**src/rtl/i2c_bus_filter_if.sv**
```systemverilog
// Bus-side signal bundle for the I2C pin conditioning stage.
// master: the pin/consumer side; slave: the filter itself.
interface i2c_bus_filter_if;
    logic scl_raw;
    logic sda_raw;
    logic scl_f;
    logic sda_f;
    logic scl_rise;
    logic scl_fall;
    logic start_det;
    logic stop_det;
    logic bus_busy;
    logic timeout;

    modport master (
        output scl_raw, sda_raw,
        input  scl_f, sda_f, scl_rise, scl_fall, start_det, stop_det, bus_busy, timeout
    );

    modport slave (
        input  scl_raw, sda_raw,
        output scl_f, sda_f, scl_rise, scl_fall, start_det, stop_det, bus_busy, timeout
    );
endinterface

```
**src/rtl/i2c_bus_filter.sv**
```systemverilog
// I2C SDA/SCL synchroniser, glitch filter, edge/START/STOP detector and bus-busy tracker.
// Optional SCL-stuck-low watchdog enabled by defining I2C_FILTER_TIMEOUT_EN.
//
// state | meaning
// IDLE  | no transfer in progress (after reset, STOP or watchdog expiry)
// BUSY  | START seen, waiting for STOP (or watchdog expiry)
module i2c_bus_filter #(
    parameter int FILTER_LEN     = 4,
    parameter int TIMEOUT_CYCLES = 1_250_000
) (
    input logic           clk,
    input logic           rst_n,
    i2c_bus_filter_if.slave bus
);

    localparam int             CW      = $clog2(FILTER_LEN + 1);
    localparam logic [CW-1:0]  CNT_MAX = CW'(FILTER_LEN - 1);

    typedef enum logic {
        IDLE = 1'b0,
        BUSY = 1'b1
    } state_t;

    // index 0 is SCL, index 1 is SDA
    logic [1:0]    raw;
    logic [1:0]    meta;
    logic [1:0]    sync;
    logic [1:0]    filt;
    logic [1:0]    filt_d;
    logic [CW-1:0] cnt [2];

    state_t state;
    state_t state_nxt;
    logic   start_c;
    logic   stop_c;
    logic   timeout_c;

    assign raw = {bus.sda_raw, bus.scl_raw};

    always_ff @(posedge clk) begin
        if (!rst_n) begin
            meta   <= 2'b11;
            sync   <= 2'b11;
            filt   <= 2'b11;
            filt_d <= 2'b11;
            for (int i = 0; i < 2; i++) begin
                cnt[i] <= '0;
            end
        end else begin
            meta   <= raw;
            sync   <= meta;
            filt_d <= filt;
            for (int i = 0; i < 2; i++) begin
                if (sync[i] != filt[i]) begin
                    if (cnt[i] == CNT_MAX) begin
                        filt[i] <= sync[i];
                        cnt[i]  <= '0;
                    end else begin
                        cnt[i]  <= cnt[i] + 1'b1;
                    end
                end else begin
                    cnt[i] <= '0;
                end
            end
        end
    end

    // conditions only count with SCL stable high, so simultaneous SCL/SDA moves are ignored
    assign start_c = filt[0] & filt_d[0] & ~filt[1] &  filt_d[1];
    assign stop_c  = filt[0] & filt_d[0] &  filt[1] & ~filt_d[1];

`ifdef I2C_FILTER_TIMEOUT_EN
    localparam int            WW     = $clog2(TIMEOUT_CYCLES);
    localparam logic [WW-1:0] WD_MAX = WW'(TIMEOUT_CYCLES - 1);

    logic [WW-1:0] wd_cnt;

    assign timeout_c = (state == BUSY) && !filt[0] && (wd_cnt == WD_MAX);

    always_ff @(posedge clk) begin
        if (!rst_n || (state != BUSY) || filt[0] || timeout_c) begin
            wd_cnt <= '0;
        end else begin
            wd_cnt <= wd_cnt + 1'b1;
        end
    end
`else
    logic unused_timeout_cfg;

    assign unused_timeout_cfg = (TIMEOUT_CYCLES > 1);
    assign timeout_c          = 1'b0;
`endif

    always_ff @(posedge clk) begin
        if (!rst_n) begin
            state <= IDLE;
        end else begin
            state <= state_nxt;
        end
    end

    always_comb begin
        state_nxt = state;
        case (state)
            IDLE: begin
                if (start_c) state_nxt = BUSY;
            end
            BUSY: begin
                if (timeout_c || stop_c) state_nxt = IDLE;
            end
            default: state_nxt = IDLE;
        endcase
    end

    assign bus.scl_f     = filt[0];
    assign bus.sda_f     = filt[1];
    assign bus.scl_rise  = filt[0] & ~filt_d[0];
    assign bus.scl_fall  = ~filt[0] & filt_d[0];
    assign bus.start_det = start_c;
    assign bus.stop_det  = stop_c;
    assign bus.bus_busy  = (state == BUSY);
    assign bus.timeout   = timeout_c;

endmodule

```
**src/flat_wrapper.sv**
```systemverilog
// flat-port wrapper written by rule: the top's interface ports become plain ports
module i2c_bus_filter_flat 
#(
    parameter int FILTER_LEN     = 4,
    parameter int TIMEOUT_CYCLES = 1_250_000
)
  (clk, rst_n, bus_scl_raw, bus_sda_raw, bus_scl_f, bus_sda_f, bus_scl_rise, bus_scl_fall, bus_start_det, bus_stop_det, bus_bus_busy, bus_timeout);
  i2c_bus_filter_if bus_i ();
  input logic clk;
  input logic rst_n;
  input wire logic [$bits(bus_i.scl_raw)-1:0] bus_scl_raw;
  input wire logic [$bits(bus_i.sda_raw)-1:0] bus_sda_raw;
  output wire logic [$bits(bus_i.scl_f)-1:0] bus_scl_f;
  output wire logic [$bits(bus_i.sda_f)-1:0] bus_sda_f;
  output wire logic [$bits(bus_i.scl_rise)-1:0] bus_scl_rise;
  output wire logic [$bits(bus_i.scl_fall)-1:0] bus_scl_fall;
  output wire logic [$bits(bus_i.start_det)-1:0] bus_start_det;
  output wire logic [$bits(bus_i.stop_det)-1:0] bus_stop_det;
  output wire logic [$bits(bus_i.bus_busy)-1:0] bus_bus_busy;
  output wire logic [$bits(bus_i.timeout)-1:0] bus_timeout;
  assign bus_i.scl_raw = bus_scl_raw;
  assign bus_i.sda_raw = bus_sda_raw;
  assign bus_scl_f = bus_i.scl_f;
  assign bus_sda_f = bus_i.sda_f;
  assign bus_scl_rise = bus_i.scl_rise;
  assign bus_scl_fall = bus_i.scl_fall;
  assign bus_start_det = bus_i.start_det;
  assign bus_stop_det = bus_i.stop_det;
  assign bus_bus_busy = bus_i.bus_busy;
  assign bus_timeout = bus_i.timeout;
  i2c_bus_filter #(.FILTER_LEN(FILTER_LEN), .TIMEOUT_CYCLES(TIMEOUT_CYCLES)) u_core (.clk(clk), .rst_n(rst_n), .bus(bus_i));
endmodule
```
**config.mk**
```make
export PLATFORM = sky130hd
export DESIGN_NAME = i2c_bus_filter_flat
export DESIGN_NICKNAME = d
export VERILOG_FILES = /design/src/rtl/i2c_bus_filter_if.sv /design/src/rtl/i2c_bus_filter.sv /design/src/flat_wrapper.sv
export SDC_FILE = /design/constraint.sdc
export NUM_CORES = 1
export LEC_CHECK = 0
export ABC_AREA = 0
export BUFFER_PORTS_ARGS = -buffer_cell sky130_fd_sc_hd__buf_2
export CAP_MARGIN = 15
export CORE_ASPECT_RATIO = 0.9
export CORE_MARGIN = 4
export CORE_UTILIZATION = 40
export CTS_CLUSTER_SIZE = 40
export DETAILED_ROUTE_END_ITERATION = 8
export PLACE_DENSITY_LB_ADDON = 0.2
export SYNTH_ARGS = -nofsm -noshare
export SYNTH_HDL_FRONTEND = slang
export SYNTH_SLANG_ARGS = --single-unit
```
**constraint.sdc**
```tcl
create_clock -name clk -period 3.4 [get_ports clk]
set_clock_uncertainty 0.1 [all_clocks]
set_input_delay 0.85 -clock clk [delete_from_list [all_inputs] [get_ports clk]]
set_output_delay 0.85 -clock clk [all_outputs]
set_load 0.03 [all_outputs]
```
* After elaboration in Yosys (flattened, before gate mapping)
Memories as Yosys holds them, arrays and structs flattened.
Cells that the tools add are included.
** Word-level totals
- Memory bits (writable) :: 6
- Word-level logic and storage cells :: 65
- Flip-flop bits (word level) :: 9
- ROM bits :: 0
- Input bits :: 4
- Latch bits :: 0
- Memories :: 1
** Memory list
- u_core.cnt :: depth 2, bits a word 3, read ports 2, clocked after Yosys merged registers in 0, write ports 2, line i2c_bus_filter.sv:30 : logic [CW-1:0] cnt [2];
** Operators by class
- Shift operators :: 0
- Div/mod/pow operators :: 0
- Eq/ne operators :: 4
- Reductions and logical operators :: 2
- Multiply operators :: 0
- Bitwise logic cells :: 18
- Mux-type cells :: 32
- $lt $le $gt $ge :: 0
- Add/sub/neg operators :: 2
** Operators by type and width (number)
- 1-bit 2-to-1 mux :: 25
- 3-bit 2-to-1 mux :: 6
- 1-bit bitwise AND :: 7
- 3-bit by 1-bit adder with 3-bit output, second input constant :: 2
- 3-bit by 2-bit equality test with 1-bit output, second input constant :: 2
- 1-bit OR :: 6
- 1-bit inverter :: 5
- 2-bit AND reduction :: 2
- 1-bit inequality test :: 2
- 1-bit case mux with 2 select lines :: 1

* Depth between registers and ports, before layout
Gate-level depths: netlist (run 1).
An unclocked memory read counts as a cell.
- Depth in word-level cells :: 9
- Depth in mapped cells :: 4
- Depth with buffers taken out :: 4

* Worst setup path before layout (run 1)
No wires, ideal clock.
- Path kind :: reg-to-output
- From :: register u_core.filt[0]
- To :: output bus_start_det
- Data arrival time :: 1.141 ns
- Setup slack :: 1.309 ns
- Stages on the path, launching flop included :: 4
- Data required time :: 2.450 ns
- Path through :: dfxtp_1 -> buf_6 -> nand3_1 -> nor2_1
** On the way
- Cells in the longest elaborated chain, start to end :: 3
** Ends and longest elaborated chain
- start: declaration :: line i2c_bus_filter.sv:28 : logic [1:0] filt;
- start signal: indexed assignment :: line i2c_bus_filter.sv:56 : filt[i] <= sync[i];
- 1-bit bitwise AND (3 in a row) :: line i2c_bus_filter.sv:69 : assign start_c = filt[0] & filt_d[0] & ~filt[1] & filt_d[1];
- end: declaration :: line flat_wrapper.sv:17 : output wire logic [$bits(bus_i.start_det)-1:0] bus_start_det;
No other way between the ends.

* Worst setup path after layout (run 1)
- From :: register u_core.filt[0]
- To :: output bus_stop_det
** On the way
- Cells in the longest elaborated chain, start to end :: 3
** Ends and longest elaborated chain
- 1-bit bitwise AND (3 in a row) :: line i2c_bus_filter.sv:70 : assign stop_c = filt[0] & filt_d[0] & filt[1] & ~filt_d[1];
- end: declaration :: line flat_wrapper.sv:18 : output wire logic [$bits(bus_i.stop_det)-1:0] bus_stop_det;
No other way between the ends.

==> results of run 1 <==
==> worst max-delay path, delay by kind of cell (launching register included) <==
family,cells,cell delay [ps]
flops,1,490
buf+inv,1,180
simple gates,2,360
==> routing by layer <==
metal	wire, um	GRT usage, %	up-vias
met5	0	0	-
met4	10	6.45	0
met3	45	4.85	2
met2	300	12.8	9
met1	459	11.4	165
li1	-	-	211
==> worst min-delay path by stage <==
stage / to / slack (ps) / depth (start not counted)
floorplan: u_core.sync[1] / 280 / 1
global placement: u_core.sync[1] / 290 / 1
detailed placement: u_core.sync[1] / 290 / 1
CTS: u_core.sync[1] / 320 / 1
global route: u_core.sync[0] / 330 / 1
finish: u_core.sync[1] / 310 / 1
==> placed cells by master, fill, tap and decap left out, types with 2 or more instances in the layout <==
master | netlist | layout
conb_1 | 2 | 7
nor3_1 | 4 | 4
inv_1 | 2 | 2
clkbuf_4 | 1 | 3
edfxtp_1 | 6 | 6
or2b_1 | 2 | 2
mux2i_1 | 2 | 2
ha_1 | 4 | 4
nand2_1 | 3 | 3
buf_2 | 0 | 10
nand2b_1 | 4 | 4
dfxtp_1 | 9 | 9
nor3b_2 | 2 | 2
nand2b_2 | 2 | 2
nor2b_1 | 2 | 2
==> cell families after synthesis <==
group / synth area share (%)
AO/OA/AOI/OAI: 1.90
XOR/XNOR: 3.79
adder cells (fa/ha/maj): 7.58
buffers and inverters: 5.11
flip-flops: 54.5
multiplexers: 3.03
other: 1.14
AND/OR/NAND/NOR: 22.9
==> layout make-up <==
type	count	area, um^2	area share, %
sequential	15	360	47.6
tap	22	27.5	3.64
multi-input combinational	40	285	37.7
clock buffer	4	26.3	3.47
inverter	2	7.51	0.992
timing repair buffer	10	50.0	6.61
==> power by group through the flow <==
stage	combinational, mW	clock (mW)	sequential [mW]
finish	0.0190	0.0989	0.195
global route	0.0220	0.113	0.196
CTS	0.0193	0.104	0.195
detailed placement	0.0192	0	0.199
global placement	0.0191	0	0.199
floorplan	0.0164	0	0.199
==> per-stage QoR <==
step	utilization, %	cell area, um^2
after floorplan	-	679
after global placement	48.8	731
after detailed placement	48.8	731
after CTS	50.6	757
after global routing	50.6	757
final	50.6	757
==> state kept, by name (all words and copies together) (netlist names) <==
name                 flops
u_core.bus.bus_busy      1
u_core.cnt               6
u_core.filt              2
u_core.filt_d            2
u_core.meta              2
u_core.sync              2
==> impl_results.md, run 1 <==
* CTS tree: built
* Unique masters post-synth at 24
* Largest area contributor in the netlist: dfxtp_1
* Top FF cell, synth: dfxtp_1
* DP Worst Slack at 1450 ps
* Post-synth top area share at 27.3%
* Vias per cell at 4.16
* Port bufs at 10
* Switch Pwr at 67.1 uW
* # placed instances at 89
* Hold slack at 310 ps
* Seq/Total Area, Yosys at 54.5%
* Cells after synthesis at 55
* Startpoint type of the worst setup path: flop
* Worst IR drop on VDD at 0.216 mV
* Total core area at 0.00150 mm^2
* Antenna violations before repair at 0
* DRC Markers at 0
* Internal power at 246 uW
* Syn. warnings at 0
* EDFF count, synth at 6
* Lkg Pwr at 0.336 nW
* Power Total at 313 uW
* Tightest Hold Check Type: reg -> reg
* Final hold violation count at 0
* R2r endpoint: u_core.cnt[0][0]
* DRT Wirelength at 816 um
* Vias after detailed routing at 387
* Sw Ratio at 21.4%
* Max Cap Viol at 0
* CTS Buf Count at 3
* Unrepaired setup endpoints after global routing: false
* Post_cts resized at 0
* # Post-CTS Setup Buffers at 0
* H-tree Lvls at 1
* Vias in the first global route at 350
* Final TNS setup at 0 ps
* Post-Layout Cell Count at 93
* Worst setup path start: u_core.filt[0]
* Starting density of the core at 44.1%
* Max Clk Rate at 446 MHz
* Root Driver: clkbuf_4
* Drt pass-1 iters at 2
* Chip width at 50.8 um
* Power Density at 414 mW/mm^2
* Global-route wire length before repair at 1530 um
* Most frequent cell after synthesis: dfxtp_1
* Share of cells above drive strength 1 at 26.8%
* N_diodes at 0
* Nets@finish at 80
* Clock latency on the worst-skew pair at 270 ps
* Die area at 0.00237 mm^2
* Syn Area/Cell at 12.0 um^2
* Worst reg2reg path depth at 4
* RD Place Congestion at 0.620
* Slowest-stage cell, CP: dfxtp_1
* CTS max path bufs at 2
* Final min period at 2240 ps
* Row count at 13
* Crit Path Class: reg -> out
* Hold buffer count at CTS at 0
* #FFs+latches synth at 15
* Drt initial violations at 6
* Wire per inst at 8.77 um
* Post-route ant nets at 0
* Clk pwr share at 31.6%
* Final slew viol count at 0
* Internal reg-to-reg setup slack at 1950 ps
* Largest net degree at the start of global routing at 12
* Clk sink count at 15
* Status: complete, no violations
* Tcrit/Tclk final at 66.0%
* Critical-path maximum fanout at 9
* Setup WS post-layout at 1160 ps
* Finish-stage setup viols at 0
* GRT Overall Usage at 9.38%
* DP HPWL at 618 um
* Synthesized area at 661 um^2
* Die Ht at 46.6 um
* Crit end category: primary output
* Largest stage delay, worst path at 490 ps
* Arrival time worst endpoint at 1290 ps
* Comb power frac at 6.1%
* Critical path required time at 2450 ps
* Worst hold start: u_core.meta[1]
* End of the critical path: bus_stop_det
* Seq pwr share at 62.3%
* Ports at 12
* Clk slew on worst S/H paths at 80 ps
* Synth-to-Final Area Change at 14.6%
* Reg2reg start: u_core.cnt[0][0]
* Commonest cells in the netlist: 9 x dfxtp_1, 6 x edfxtp_1, 4 x ha_1, 4 x nand2b_1, 4 x nor3_1
* Top cells by area, synth: dfxtp_1 27%, edfxtp_1 27%, ha_1 7.6%
* Async SR Flop Fraction at 0%
* Filler instances at 147
* GRT overflow at 0
* Chain of cells forming the critical path: and3b_1, and2_2, buf_2
Note: power is estimated with default switching activity, not from simulation.
==> inputs of run 2 (changes only) <==
ABC_AREA = 1   (was 0)
clock period = 2 ns   (was 3.4 ns; I/O delays follow)
==> run 2 against run 1 <==
- final cell count grew 15%
- via count rose by 8.3%
- critical path depth increased by 2
- setup slack got worse by 890 ps
- register-to-register slack got worse by 1300 ps
- area after synthesis down 3.2%
- critical endpoint unchanged
- final area shrank 0.33%
==> impl_results.md, run 2 <==
* Crit end category: primary output
* Met1 Usage GRT at 9.29% (-2.1 points)
* Synthesized area at 639 um^2 (-3.2%)
* H-tree Lvls at 1 (unchanged)
* Status: complete, no violations
* Unrepaired setup endpoints after global routing: false
* Global-route wire length before repair at 1530 um (unchanged)
* Top FF cell, synth: dfxtp_1
* Vias per cell at 3.92 (-5.9%)
* Chain of cells forming the critical path: nand2_2, inv_1, nand2_1, inv_1, buf_2
* Root Driver: clkbuf_4
* Dpl cell area at 728 um^2 (-0.34%)
* Slowest-stage cell, CP: dfxtp_1
* Fin area at 754 um^2 (-0.33%)
* Commonest cells in the netlist: 11 x nor2_1, 10 x inv_1, 9 x dfxtp_1
* Largest Register: u_core.cnt
* Max Clk Rate at 575 MHz
* Post-route ant nets at 0 (unchanged)
* Most Frequent Cell on Critical Path: inv_1
* Filler instances at 153 (+4.1%)
* Power Density at 730 mW/mm^2 (+77%)
* Worst IR drop on VDD at 0.465 mV (+120%)
* Port bufs at 10 (unchanged)
* Final min period at 1740 ps
* Max Cap Viol at 0 (unchanged)
* Most frequent cells in the layout: 11 x nor2_1, 10 x inv_1, 10 x buf_2
* Post-synth top area share at 28.2% (+0.91 points)
* Antenna violations before repair at 0 (unchanged)
* Largest area contributor in the netlist: dfxtp_1
* Critical-path maximum fanout at 6 (-3)
* Total core area at 0.00148 mm^2 (-1.1%)
* CTS max path bufs at 2 (unchanged)
* Vias in the first global route at 412 (+18%)
* Syn. warnings at 0 (unchanged)
* Chip width at 50.1 um (-1.4%)
* GR Layer Usage met3 at 5.90% (+1.0 points)
* Crit Path Class: reg -> out
* Clk sink count at 15 (unchanged)
* Post-Layout Cell Count at 107 (+15%)
* Most frequent cell after synthesis: nor2_1
* Drt pass-1 iters at 3 (+1)
* Die Ht at 45.9 um (-1.3%)
* N_diodes at 0 (unchanged)
* # placed instances at 103 (+16%)
* #FFs+latches synth at 15 (unchanged)
* CTS tree: built
* Finish-stage setup viols at 0 (unchanged)
* Largest register FFs at 6 (unchanged)
* Unique masters post-synth at 17 (-29%)
* Row count at 13 (unchanged)
* Tightest Hold Check Type: in -> reg
* Wire per inst at 8.02 um (-8.6%)
* Seq/Total Area, Yosys at 56.4% (+1.8 points)
* GRT busiest layer: met2
* Largest net degree at the start of global routing at 9 (-3)
* Die area at 0.00230 mm^2 (-2.7%)
* Post_cts resized at 0 (unchanged)
* Ports at 12 (unchanged)
* Internal reg-to-reg setup slack at 610 ps (-1340 ps)
* Met2 Usage GRT at 16.1% (+3.4 points)
* DP HPWL at 707 um (+14%)
* Tcrit/Tclk final at 86.9%
* Top cells by area, synth: dfxtp_1 28%, edfxtp_1 28%, ha_1 7.8%
* CTS Buf Count at 3 (unchanged)
* Starting density of the core at 43.2% (-0.95 points)
* Lkg Pwr at 0.398 nW (+18%)
* Async SR Flop Fraction at 0% (unchanged)
* Synth-to-Final Area Change at 18.0%
* Vias after detailed routing at 419 (+8.3%)
* Clock latency on the worst-skew pair at 270 ps (about the same)
* Critical path required time at 1400 ps (-1050 ps)
* Share of cells above drive strength 1 at 28.2% (+1.5 points)
* Final hold violation count at 0 (unchanged)
* Syn Area/Cell at 9.54 um^2 (-21%)
* Startpoint type of the worst setup path: flop
* Drt initial violations at 7 (+1)
* Final slew viol count at 0 (unchanged)
* Largest stage delay, worst path at 430 ps (-60 ps)
* Hold buffer count at CTS at 0 (unchanged)
* Arrival time worst endpoint at 1140 ps (-150 ps)
* DRT Wirelength at 858 um (+5.1%)
* EDFF count, synth at 6 (unchanged)
* Hold slack at 301 ps (-8.80 ps)
* DRC Markers at 0 (unchanged)
* # Post-CTS Setup Buffers at 0 (unchanged)
* Commonest non-fill, non-tap cell in the layout: nor2_1
* Clk slew on worst S/H paths at 80 ps (about the same)
* GRT overflow at 0 (unchanged)
* GRT Overall Usage at 9.17% (-0.22 points)
* RD Place Congestion at 0.688 (+11%)
* Cells after synthesis at 67 (+22%)
* Final TNS setup at 0 ps (unchanged)
* Nets@finish at 94 (+18%)
==> run 2: changes by cell type after synthesis, moves of 4 or more <==
cell,before,now
nor2_1,1,11
nor3_1,4,0
inv_1,2,10
nand2b_1,4,0
or2_2,0,4
nand2_1,3,8
==> run 2: worst max-delay path, delay by kind of cell (launching register included) <==
family / cells / cell delay (ps)
buffers and inverters: 3 / 290
flip-flops: 1 / 430
AND/OR/NAND/NOR: 2 / 150
==> run 2: final timing paths <==
| path | startpoint | end | cells after the start |
|---|---|---|---|
| worst max-delay path | u_core.filt[0] | bus_stop_det | 5 |
| worst min-delay path | bus_scl_raw | u_core.meta[0] | 2 |
| worst max register to register | u_core.cnt[0][0] | u_core.cnt[0][0] | 5 |
| worst min register to register | u_core.meta[1] | u_core.sync[1] | 1 |
==> run 2: metal layers <==
metal | vias up | part of all wire [%]
met3 | 0 | 9.6
met2 | 13 | 44
met5 | - | 0
met1 | 175 | 47
met4 | 0 | 0
li1 | 231 | -
==> run 2: per-stage QoR <==
stage          power [mW]  setup WS, ps  utilization (%)
6_report            0.551           261             51.0
5_1_grt             0.582           129             51.0
4_1_cts             0.559           246             51.0
3_5_place_dp        0.397           558             49.2
3_3_place_gp        0.395           581             49.2
2_1_floorplan       0.384           310                -
==> run 2: layout make-up <==
class	instances	area [um^2]	area share, %
multi-input cells	45	249	33.0
well taps	22	27.5	3.65
inverters	11	41.3	5.47
clock buffers	4	26.3	3.48
repair buffers	10	50.0	6.63
flip-flops and latches	15	360	47.8
==> run 2: where the power goes <==
part	internal, mW	leakage, nW	switching [mW]
Sequential	0.331	0.136	0.00630
Clock	0.0773	0.0150	0.0845
Combinational	0.0179	0.247	0.0344
==> run 2: cells by family (layout without fill, tap and decap cells) <==
| family | count (synthesis) | after routing | share of synthesized area, % |
|---|---|---|---|
| other | 2 | 7 | 1.17 |
| buffers and inverters | 12 | 25 | 7.63 |
| AND/OR/NAND/NOR | 30 | 30 | 23.9 |
| flip-flops | 15 | 15 | 56.4 |
| AO/OA/AOI/OAI | 4 | 4 | 3.13 |
| adder cells (fa/ha/maj) | 4 | 4 | 7.83 |
